### src/rtl/instruction_fetch_queue.sv
// Instruction fetch stage with a DEPTH-entry prefetch queue of {pc, instr} pairs.
// Sequential requests use a level syn/ack handshake, and a PC redirect flushes the queue.
module instruction_fetch_queue #(
    parameter int                  IWIDTH   = 32,
    parameter int                  AWIDTH   = 32,
    parameter int                  PC_WIDTH = 32,
    parameter int                  DEPTH    = 4,
    parameter logic [PC_WIDTH-1:0] RESET_PC = '0,
    parameter int                  PC_STEP  = 4,
    parameter int                  CWIDTH   = $clog2(DEPTH) + 1
) (
    input  logic                f_clk,
    input  logic                f_rst,
    output logic [AWIDTH-1:0]   f_o_addr_instr,
    output logic                f_o_syn,
    input  logic                f_i_ack,
    input  logic [IWIDTH-1:0]   f_i_instr,
    input  logic                f_change_pc,
    input  logic [PC_WIDTH-1:0] f_alu_pc_value,
    output logic                f_o_ce,
    output logic [IWIDTH-1:0]   f_o_instr,
    output logic [PC_WIDTH-1:0] f_pc,
    input  logic                f_i_stall,
    output logic [CWIDTH-1:0]   f_o_count
);

    localparam int PWIDTH = $clog2(DEPTH);

    typedef struct packed {
        logic [PC_WIDTH-1:0] pc;
        logic [IWIDTH-1:0]   instr;
    } entry_t;

    logic [PC_WIDTH-1:0] pc_q, pc_d;
    logic                syn_q, syn_d;
    logic [PWIDTH-1:0]   rd_ptr_q, rd_ptr_d;
    logic [PWIDTH-1:0]   wr_ptr_q, wr_ptr_d;
    logic [CWIDTH-1:0]   count_q, count_d;
    entry_t              mem_q [DEPTH];
    entry_t              mem_d [DEPTH];
    logic                push;
    logic                pop;
    entry_t              head;

    // A redirect suppresses both the push of a coincident ack and any pop.
    assign push = syn_q && f_i_ack && !f_change_pc;
    assign pop  = (count_q != '0) && !f_i_stall && !f_change_pc;
    assign head = mem_q[rd_ptr_q];

    always_comb begin
        pc_d     = pc_q;
        syn_d    = syn_q;
        rd_ptr_d = rd_ptr_q;
        wr_ptr_d = wr_ptr_q;
        count_d  = count_q;
        mem_d    = mem_q;
        if (f_change_pc) begin
            pc_d     = f_alu_pc_value;
            syn_d    = 1'b1;
            rd_ptr_d = '0;
            wr_ptr_d = '0;
            count_d  = '0;
        end else begin
            if (push) begin
                mem_d[wr_ptr_q] = '{pc: pc_q, instr: f_i_instr};
                wr_ptr_d        = wr_ptr_q + PWIDTH'(1);
                pc_d            = pc_q + PC_WIDTH'(PC_STEP);
            end
            if (pop) begin
                rd_ptr_d = rd_ptr_q + PWIDTH'(1);
            end
            count_d = count_q + CWIDTH'(push) - CWIDTH'(pop);
            // Request only while the post-edge queue still has a free slot.
            syn_d   = (count_d < CWIDTH'(DEPTH));
        end
    end

    always_ff @(posedge f_clk or posedge f_rst) begin
        if (f_rst) begin
            pc_q     <= RESET_PC;
            syn_q    <= 1'b0;
            rd_ptr_q <= '0;
            wr_ptr_q <= '0;
            count_q  <= '0;
        end else begin
            pc_q     <= pc_d;
            syn_q    <= syn_d;
            rd_ptr_q <= rd_ptr_d;
            wr_ptr_q <= wr_ptr_d;
            count_q  <= count_d;
        end
    end

    // Storage holds no reset; entries are only observed once counted as valid.
    always_ff @(posedge f_clk) begin
        mem_q <= mem_d;
    end

    always_comb begin
        f_o_addr_instr = pc_q[AWIDTH-1:0];
        f_o_syn        = syn_q;
        f_o_count      = count_q;
        f_o_ce         = (count_q != '0);
        f_o_instr      = '0;
        f_pc           = '0;
        if (f_o_ce) begin
            f_o_instr = head.instr;
            f_pc      = head.pc;
        end
    end

endmodule

### config.mk
export PLATFORM = sky130hd
export DESIGN_NAME = instruction_fetch_queue
export DESIGN_NICKNAME = d
export VERILOG_FILES = /design/src/rtl/instruction_fetch_queue.sv
export SDC_FILE = /design/constraint.sdc
export NUM_CORES = 1
export LEC_CHECK = 0
export ABC_AREA = 0
export CAP_MARGIN = 20
export CORE_UTILIZATION = 40
export DETAILED_ROUTE_END_ITERATION = 10
export SLEW_MARGIN = 5
export SYNTH_ARGS = -nofsm -noshare
export SYNTH_HDL_FRONTEND = slang
export SYNTH_SLANG_ARGS = --single-unit
### constraint.sdc
create_clock -name f_clk -period 2.5 [get_ports f_clk]
set_input_delay 0.375 -clock f_clk [delete_from_list [all_inputs] [get_ports f_clk]]
set_output_delay 0.375 -clock f_clk [all_outputs]
set_load 0.005 [all_outputs]
==> results.md, run 1 <==
Worst setup path:
- The standard cell with the maximum stage delay on the critical path is sky130_fd_sc_hd__dfrtp_4.
- At the worst endpoint, the required time is around 2.1 ns.
- STA classifies the critical path endpoint as an output pin.
- At the worst endpoint, the arrival time is ~2.2 ns.
- The kind of cell with the highest combined delay on the critical path is buffers and inverters.
- Together, buffers and inverters on the worst path number 4.
- The worst setup path is launched from a flop.
- Traced cell by cell, the critical path runs through buf_12, buf_16, buf_6, mux4_2, and2_4, buf_6.
- Counting stages on the worst path, the most repeated cell is sky130_fd_sc_hd__buf_6.
- The largest stage delay on the critical path is roughly 0.52 ns.
- The kind of critical path is reg -> out.
- Of all nets on the critical path, the largest fanout is 6.
- The critical path runs through a total of 6 cells.
- The depth of the worst register-to-register path is 10.

GRT:
- The initial antenna violation count is 0.
- Summed over all layers, the global routing overflow is 0.
- The number of global-route vias before repair is 7377.
- Entering global routing, the biggest net connects 50 pins.
- For this run, the total global-route usage over all layers was measured as 0.181.
- The first-pass GRT wire length is between 40 and 50 mm.

STA:
- The post-route clock skew is about 0.01 ns.
- The clock period minus worst slack is 2.57 ns.
- The share of the cycle needed by the critical path after routing is 1.03.
- The final worst setup slack is -0.0692 ns.
- The highest clock rate is 0.389 GHz.
- At the pin with the least slew margin, the transition time is around 0.74 ns.
- Setup violations remaining at the end of the flow were counted as 20.
- Setup repair after global routing could not meet its margin everywhere.
- Headroom to the max-slew limit came out at 0.504.
- The worst hold margin is between 0.2 and 0.25 ns.
- The total count of hold-check failures in the final report came to 0.
- The count of final max-slew check failures came to 0.

Floorplanning:
- For this configuration, the core starts out at a cell density of 0.411.
- The placeable core area is slightly below 30000 um2.
- The die is approximately 170 um tall.
- Measured along the x axis, the die boundary spans 174 um.
- The overall die area is around 30000 um2.
- The initialized floorplan defines 62 standard-cell rows.
- between 150 and 200 I/O pins were placed.

Power and ir drop:
- VDD sags by at most about 0.58 mV.
- The share of total power dissipated in combinational logic is 0.283.
- Of the total power, the clock network draws 0.320.
- The internal power is ~0.011 W.
- The power dissipated by switching net loads is about 0.0038 W.
- In this run the static leakage power is 5.54 nW.
- Of the total power, the share spent switching nets is 0.252.
- The sequential group share of total power is 0.397.
- Power spread over the standard cell area amounts to about 940 nW/um2.

Final layout:
- Relative to the synthesized area, the layout overhead comes to 34.0%.
- The share of post-route cells with drive strength above 1 is 0.334.
- The storage element area is 8700 um2.
- The count of inserted antenna diode cells is 0.
- For this run, the post-layout net count is 971.
- The multi-input combinational cells in the finished layout cover a total of a little over 3000 um2.
- With fillers left out, the area of the finished cells amounts to approximately 16000 um2.
- The utilization after layout is 0.550.
- The fill cell instance count of the final layout is 2245.

Drt:
- The post-detailed-route DRC marker count is 0.
- For this block, the initial DRC count from the detailed router was between 500 and 600.
- The total detailed-routing wirelength is approximately 27 mm.
- Dividing the detail-routed wire length by the instance count gives 20.7 um.
- The via-per-instance ratio is between 5 and 6.
- For this run, the detailed router's first-pass iteration total came to 5.
- The detail route stage leaves a number of antenna-violating nets equal to 0.
- Detailed routing inserted a total of 6856 vias.

Synth:
- The Yosys step of the flow raised 0 warnings.
- The cell taking the most area after synthesis is sky130_fd_sc_hd__edfxtp_1.
- The share of synthesized area in the top cell type comes to 0.647.
- The most instantiated library cell after synthesis is sky130_fd_sc_hd__edfxtp_1.
- The per-instance average area after synthesis is 18.1 um2.
- The share of synthesized area occupied by flip-flops and latches is 0.731.
- The number of flip-flops and latches in the synthesized netlist is between 200 and 300.
- Among all flip-flop cells after synthesis, the most frequent one is sky130_fd_sc_hd__edfxtp_1.
- The cell area after technology mapping is 11900 um2.
- Synthesis handed over a netlist of roughly 660 instances.
- Synthesis produced a netlist with a net count of 734.
- Ranked by total cell area, the synthesized netlist is headed by sky130_fd_sc_hd__edfxtp_1, sky130_fd_sc_hd__mux4_2, sky130_fd_sc_hd__dfrtp_1.
- The number of distinct library cells after synthesis is 36.
- In the synthesized netlist, the cells that appear most often are sky130_fd_sc_hd__edfxtp_1, sky130_fd_sc_hd__and2_1, sky130_fd_sc_hd__mux4_2, sky130_fd_sc_hd__dfrtp_1, sky130_fd_sc_hd__nand2_1.
- The synthesized design contains roughly 260 enable-type register cells.
- For this run, asynchronously set or reset flops after synthesis account for 0.135.

Placed design:
- Port buffering added roughly 170 buffers.
- The total cell area at the placement stage is approximately 14000 um2.
- Routability-driven placement finished with a final weighted congestion of slightly below 0.8.
- Summed over all nets, the half-perimeter wirelength after detailed placement is ~17 mm.

Clock tree:
- The number of CTS-inserted buffers is 31.
- Clock latency on the worst-skew pair, taken at its later pin, is 0.55 ns.
- TritonCTS built the clock tree.
- The number of H-tree branching levels is 1.
- In this run the clock root is driven by a sky130_fd_sc_hd__clkbuf_16.
- The number of buffers inserted for hold repair after clock tree synthesis is 0.
- The number of clock sinks seen by CTS is a little under 300.
- The number of buffers on the longest clock path is 3.
- After clock tree synthesis, the clock-pin slew on the worst setup and hold paths is roughly 0.06 ns.

Hold path:
- The worst min-delay path category is in -> async.

Job:
- The count of max-cap constraint violations is 0.

Run status:
- The final reports fail on negative setup slack.
- The run finished, with violations left.
-- power groups by stage --
stage          registers [W]  clock network (W)  logic, W
2_1_floorplan        0.00597                  0   0.00160
3_3_place_gp         0.00601                  0   0.00358
3_5_place_dp         0.00604                  0   0.00361
4_1_cts              0.00592            0.00487   0.00431
5_1_grt              0.00595            0.00506   0.00453
6_report             0.00591            0.00477   0.00421
-- cells in the final DEF (no fill, tap or decap), types with 5 or more instances in the layout --
| cell type | count |
|---|---|
| sky130_fd_sc_hd__edfxtp_1 | 256 |
| sky130_fd_sc_hd__clkdlybuf4s50_1 | 104 |
| sky130_fd_sc_hd__mux4_2 | 64 |
| sky130_fd_sc_hd__and2_4 | 49 |
| sky130_fd_sc_hd__buf_6 | 48 |
| sky130_fd_sc_hd__dfrtp_1 | 38 |
| sky130_fd_sc_hd__buf_4 | 35 |
| sky130_fd_sc_hd__clkbuf_16 | 31 |
| sky130_fd_sc_hd__nand2_1 | 26 |
| sky130_fd_sc_hd__buf_2 | 26 |
| sky130_fd_sc_hd__nor2_1 | 22 |
| sky130_fd_sc_hd__and2_1 | 19 |
| sky130_fd_sc_hd__buf_12 | 19 |
| sky130_fd_sc_hd__o21ai_0 | 18 |
| sky130_fd_sc_hd__xnor2_1 | 15 |
| sky130_fd_sc_hd__inv_1 | 14 |
| sky130_fd_sc_hd__a31oi_1 | 14 |
| sky130_fd_sc_hd__nand3_1 | 12 |
| sky130_fd_sc_hd__or4_1 | 12 |
| sky130_fd_sc_hd__o31ai_1 | 11 |
| sky130_fd_sc_hd__ha_1 | 7 |
| sky130_fd_sc_hd__clkinv_1 | 7 |
| sky130_fd_sc_hd__nor3_1 | 6 |
| sky130_fd_sc_hd__bufinv_16 | 6 |
| sky130_fd_sc_hd__or3_1 | 5 |
| sky130_fd_sc_hd__nor4_1 | 5 |
-- final timing paths --
kind | startpoint | endpoint | slack (ns)
min reg2reg | f_o_addr_instr[1]$_DFFE_PP0P_ | mem_q[161]$_DFFE_PP_ | 0.57
max reg2reg | f_o_count[1]$_DFF_PP0_ | f_o_syn$_DFF_PP0_ | 0.20
max in group asynchronous | f_rst | f_o_addr_instr[26]$_DFFE_PP0N_ | 1.63
min | f_rst | f_o_addr_instr[13]$_DFFE_PP0N_ | 0.21
max | rd_ptr_q[0]$_DFFE_PP0P_ | f_o_instr[24] | -0.07
min in group f_clk | f_change_pc | rd_ptr_q[1]$_DFFE_PP0P_ | 0.30
-- what timing repair did --
| action | CTS | global route |
|---|---|---|
| resized for setup | 340 | 19 |
| pin swaps | 43 | 3 |
| endpoints found under the setup margin | 65 | 52 |
| cloned | 6 | 0 |
| buffers inserted | 22 | 0 |
-- sequential cells by signal, summed over array words and instances (netlist names) --
| name | flops |
|---|---|
| f_o_syn | 1 |
| mem_q | 256 |
| rd_ptr_q | 2 |
| f_o_addr_instr | 32 |
| f_o_count | 3 |
| wr_ptr_q | 2 |
-- cell families (layout without fill, tap and decap cells) --
logic type,after synthesis,after routing,share of synthesized area
XOR/XNOR,17,17,0.0125
flip-flops,296,296,0.731
adder cells (fa/ha/maj),8,8,0.00906
AND/OR/NAND/NOR,170,170,0.0809
multiplexers,68,68,0.125
buffers and inverters,51,313,0.0173
AO/OA/AOI/OAI,47,47,0.0240
-- metrics by stage --
stage / total power [W] / cells / worst slack [ns] / TNS, ns
after CTS: 0.0151 / 1308 / -0.105 / -2.85
after global routing: 0.0155 / 1303 / -0.125 / -2.33
after detailed placement: 0.00965 / 1224 / -0.103 / -0.194
final: 0.0149 / 1303 / -0.0692 / -0.506
after global placement: 0.00959 / 1224 / -0.0240 / -0.0314
after floorplan: 0.00757 / 657 / 0.150 / 0
-- cell type report --
type,instances,area share
Timing Repair Buffer,239,0.157
Clock buffer,33,0.0492
Multi-Input combinational cell,310,0.195
Sequential cell,296,0.546
Inverter,16,0.00393
Tap cell,384,0.0302
Clock inverter,25,0.0185
-- routing by layer --
| layer | track usage | vias to the layer above | share of wire |
|---|---|---|---|
| li1 | - | 3064 | - |
| met1 | 0.245 | 3540 | 0.43 |
| met2 | 0.309 | 218 | 0.50 |
| met3 | 0.0276 | 34 | 0.055 |
| met4 | 0.0395 | 0 | 0.016 |
| met5 | 0 | - | 0 |
Note: power is estimated with default switching activity, not from simulation.
==> inputs of run 2 (changes only) <==
--- a/config.mk
+++ b/config.mk
@@ -8,6 +8,7 @@
 export ABC_AREA = 0
 export CAP_MARGIN = 20
 export CORE_UTILIZATION = 40
+export CTS_BUF_LIST = sky130_fd_sc_hd__clkbuf_8
 export DETAILED_ROUTE_END_ITERATION = 10
 export SLEW_MARGIN = 5
 export SYNTH_ARGS = -nofsm -noshare
==> run 2 against run 1 <==
Compared with the run above:
- the flow still finishes with violations (negative setup slack)
- total power shrank 4.8%
- combinational power up 5.0%
- design area hardly changed
- sequential cell count is the same
- final cell count rose by 3.4%
- routed wire length up 1.1%
- via count increased by 1.1%
- critical path type unchanged
- largest cell class unchanged
- largest power group unchanged
- highest routed layer unchanged
==> results.md, run 2 (synthesis results as in run 1) <==
Worst setup path:
- In this run the critical register-to-register path is captured at f_o_syn$_DFF_PP0_.
- The worst path arrival time came to 2.21 ns (+0.02 ns).
- The total number of cells along the worst setup path is 6 (unchanged).
- The critical path ends at f_pc[10].
- The kind of critical path is reg -> out.
- The most critical setup path has its startpoint at rd_ptr_q[0]$_DFFE_PP0P_.
- The worst-path maximum fanout came to 8 (+2).
- The minimum setup slack among reg-to-reg paths is 0.18 ns (-0.02 ns).
- The required time of the critical path is 2.12 ns (about the same).
- The largest stage delay on the critical path is 0.51 ns (about the same).
- Walking the worst path, the cells encountered are buf_12, buf_12, buf_12, mux4_2, and2_4, buf_6.
- The depth of the worst register-to-register path is 10 (unchanged).
- The worst setup path is captured at an output pin.
- The standard cell with the maximum stage delay on the critical path is sky130_fd_sc_hd__dfrtp_4.
- In this run the critical register-to-register path is launched from f_o_count[1]$_DFF_PP0_.
- Among the stages of the critical path, the cell type that occurs most often is sky130_fd_sc_hd__buf_12.
- The element type at the critical path start is a flop.
- The kind of cell with the highest combined delay on the critical path is buffers and inverters.
- The count of buffer and inverter cells on the critical path was 4 (unchanged).

STA:
- The total count of hold-check failures in the final report is 0 (unchanged).
- The highest clock rate came to 0.386 GHz (-0.74%).
- Setup repair after global routing could not meet its margin everywhere.
- The post-route clock skew is 0.0169 ns (+0.00669 ns).
- The count of final max-slew check failures is 0 (unchanged).
- The worst slew margin relative to its limit is 0.498 (-0.00593).
- The share of the cycle needed by the critical path after routing is 1.04 (+0.00762).
- The final-report setup violation count came to 32 (+60%).
- The transition time at the pin with the least slew margin is 0.752 ns (+0.00889 ns).
- The clock period minus worst slack was 2.59 ns (+0.0191 ns).
- The final worst setup slack is -0.0882 ns (-0.0191 ns).

Power and ir drop:
- The worst ir drop on vdd was 0.400 mV (-31%).
- The leakage power figure is 5.65 nW (+2.0%).
- The total design power was 0.0142 W (-4.8%).
- The power density normalized to cell area is 890 nW/um2 (-4.8%).

GRT:
- The global router's overall resource usage is 0.185 (+0.00407).
- The number of global-route vias before repair was 7550 (+2.3%).
- The remaining global-route overflow was 0 (unchanged).
- The pin count of the biggest net entering global routing came to 50 (unchanged).
- The initial antenna violation count is 0 (unchanged).
- The first-pass GRT wire length is 42.8 mm (+1.2%).

Drt:
- The post-detailed-route DRC marker count is 0 (unchanged).
- The total vias in the final route is 6932 (+1.1%).
- The iteration count of the initial detailed-routing pass is 5 (unchanged).
- The wire length per cell is 20.2 um (-2.2%).
- The number of DRC violations after detailed-routing iteration 0 is 448 (-17%).
- The post-detailed-route count of antenna-violating nets is 0 (unchanged).
- The total detailed-routing wirelength is 27.2 mm (+1.1%).
- The via-per-instance ratio was 5.15 (-2.2%).

Placed design:
- The placed wire-length estimate after detailed placement was 16.8 mm (unchanged).
- The final estimated routing congestion in global placement was 0.787 (unchanged).
- The number of port buffers is 169 (unchanged).
- The post-placement worst setup slack came to -0.103 ns (unchanged).

Final layout:
- The synthesis-to-layout area growth is 34.0% (about the same).
- The library cells used most frequently in the layout, excluding fill and tap cells, are sky130_fd_sc_hd__edfxtp_1, sky130_fd_sc_hd__clkdlybuf4s50_1, sky130_fd_sc_hd__mux4_2.
- The count of inserted antenna diode cells is 0 (unchanged).
- The share of post-route cells with drive strength above 1 is 0.347 (+0.0128).
- The final layout net count is 1003 (+3.3%).
- Counting flops per register, the top entry is mem_q.
- The library cell used most frequently in the layout, excluding fill and tap cells, is sky130_fd_sc_hd__edfxtp_1.
- The number of flip-flops in the largest register is 256 (unchanged).

Floorplanning:
- The site row count is 62 (unchanged).
- The starting density of the core was 0.411 (unchanged).
- The overall die area is 30400 um2 (unchanged).
- The placeable core area is 28900 um2 (unchanged).
- The width of the die was 174 um (unchanged).
- The vertical die dimension is 174 um (unchanged).
- The count of boundary I/O pins is 170 (unchanged).

Clock tree:
- The number of CTS-inserted buffers came to 49 (+58%).
- The number of H-tree branching levels is 2 (+1).
- The number of clock sinks seen by CTS came to 296 (unchanged).
- The number of buffers on the longest clock path came to 3 (unchanged).
- The clock-pin slew on the worst setup and hold paths is 0.06 ns (about the same).
- Clock tree synthesis selected as its root buffer the cell sky130_fd_sc_hd__clkbuf_8.
- TritonCTS built the clock tree.
- The clock latency reported for the late side of the worst-skew pair came to 0.56 ns (about the same).

Run status:
- The checks that failed: negative setup slack.
- The run finished, with violations left.

Job:
- The count of max-cap constraint violations is 0 (unchanged).

Hold path:
- The worst min-delay path category is in -> async.
## run 2: metal layers
metal	routed length (um)	track usage	vias up
met1	11700	0.244	3541
li1	-	-	3123
met2	13500	0.313	224
met5	0	0	-
met3	1590	0.0370	44
met4	472	0.0497	0
## run 2: report_power, final
part	leakage (nW)	internal, W	switching (W)	total (W)
Sequential	2.79	0.00573	0.000186	0.00591
Clock	0.534	0.00203	0.00181	0.00384
Combinational	2.32	0.00268	0.00174	0.00442
Total	5.65	0.0104	0.00374	0.0142
## run 2: layout make-up
type,instances,area (um2)
repair buffers,253,2670
clock inverters,36,181
multi-input cells,310,3110
flip-flops and latches,296,8700
fillers,2288,13000
well taps,384,480
inverters,16,65.1
clock buffers,52,716
## run 2: how the worst min path moves through the flow
stage / startpoint / end / cells past startpoint
2_1_floorplan: f_i_instr[0] / mem_q[0]$_DFFE_PP_ / 0
3_3_place_gp: f_o_addr_instr[0]$_DFFE_PP0P_ / mem_q[32]$_DFFE_PP_ / 0
3_5_place_dp: f_o_addr_instr[1]$_DFFE_PP0P_ / mem_q[33]$_DFFE_PP_ / 0
4_1_cts: f_rst / f_o_addr_instr[0]$_DFFE_PP0P_ / 2
5_1_grt: f_rst / f_o_addr_instr[0]$_DFFE_PP0P_ / 2
6_report: f_rst / f_o_addr_instr[13]$_DFFE_PP0N_ / 2
## run 2: repair_timing
action	4_1_cts	5_1_grt
setup buffers	32	1
endpoints found under the setup margin	65	57
cloned	6	0
resized for setup	359	20
pin swaps	42	0
hold buffers	0	0
## run 2: per-stage QoR
stage	cell area [um2]	instances	hold WS (ns)	util	TNS [ns]
detailed placement	14500	1224	0.550	0.500	-0.194
global route	15900	1347	0.223	0.550	-5.55
finish	15900	1347	0.203	0.550	-1.66
floorplan	11900	657	0.474	-	0
CTS	15900	1349	0.176	0.549	-4.10
global placement	14500	1224	0.521	0.500	-0.0314
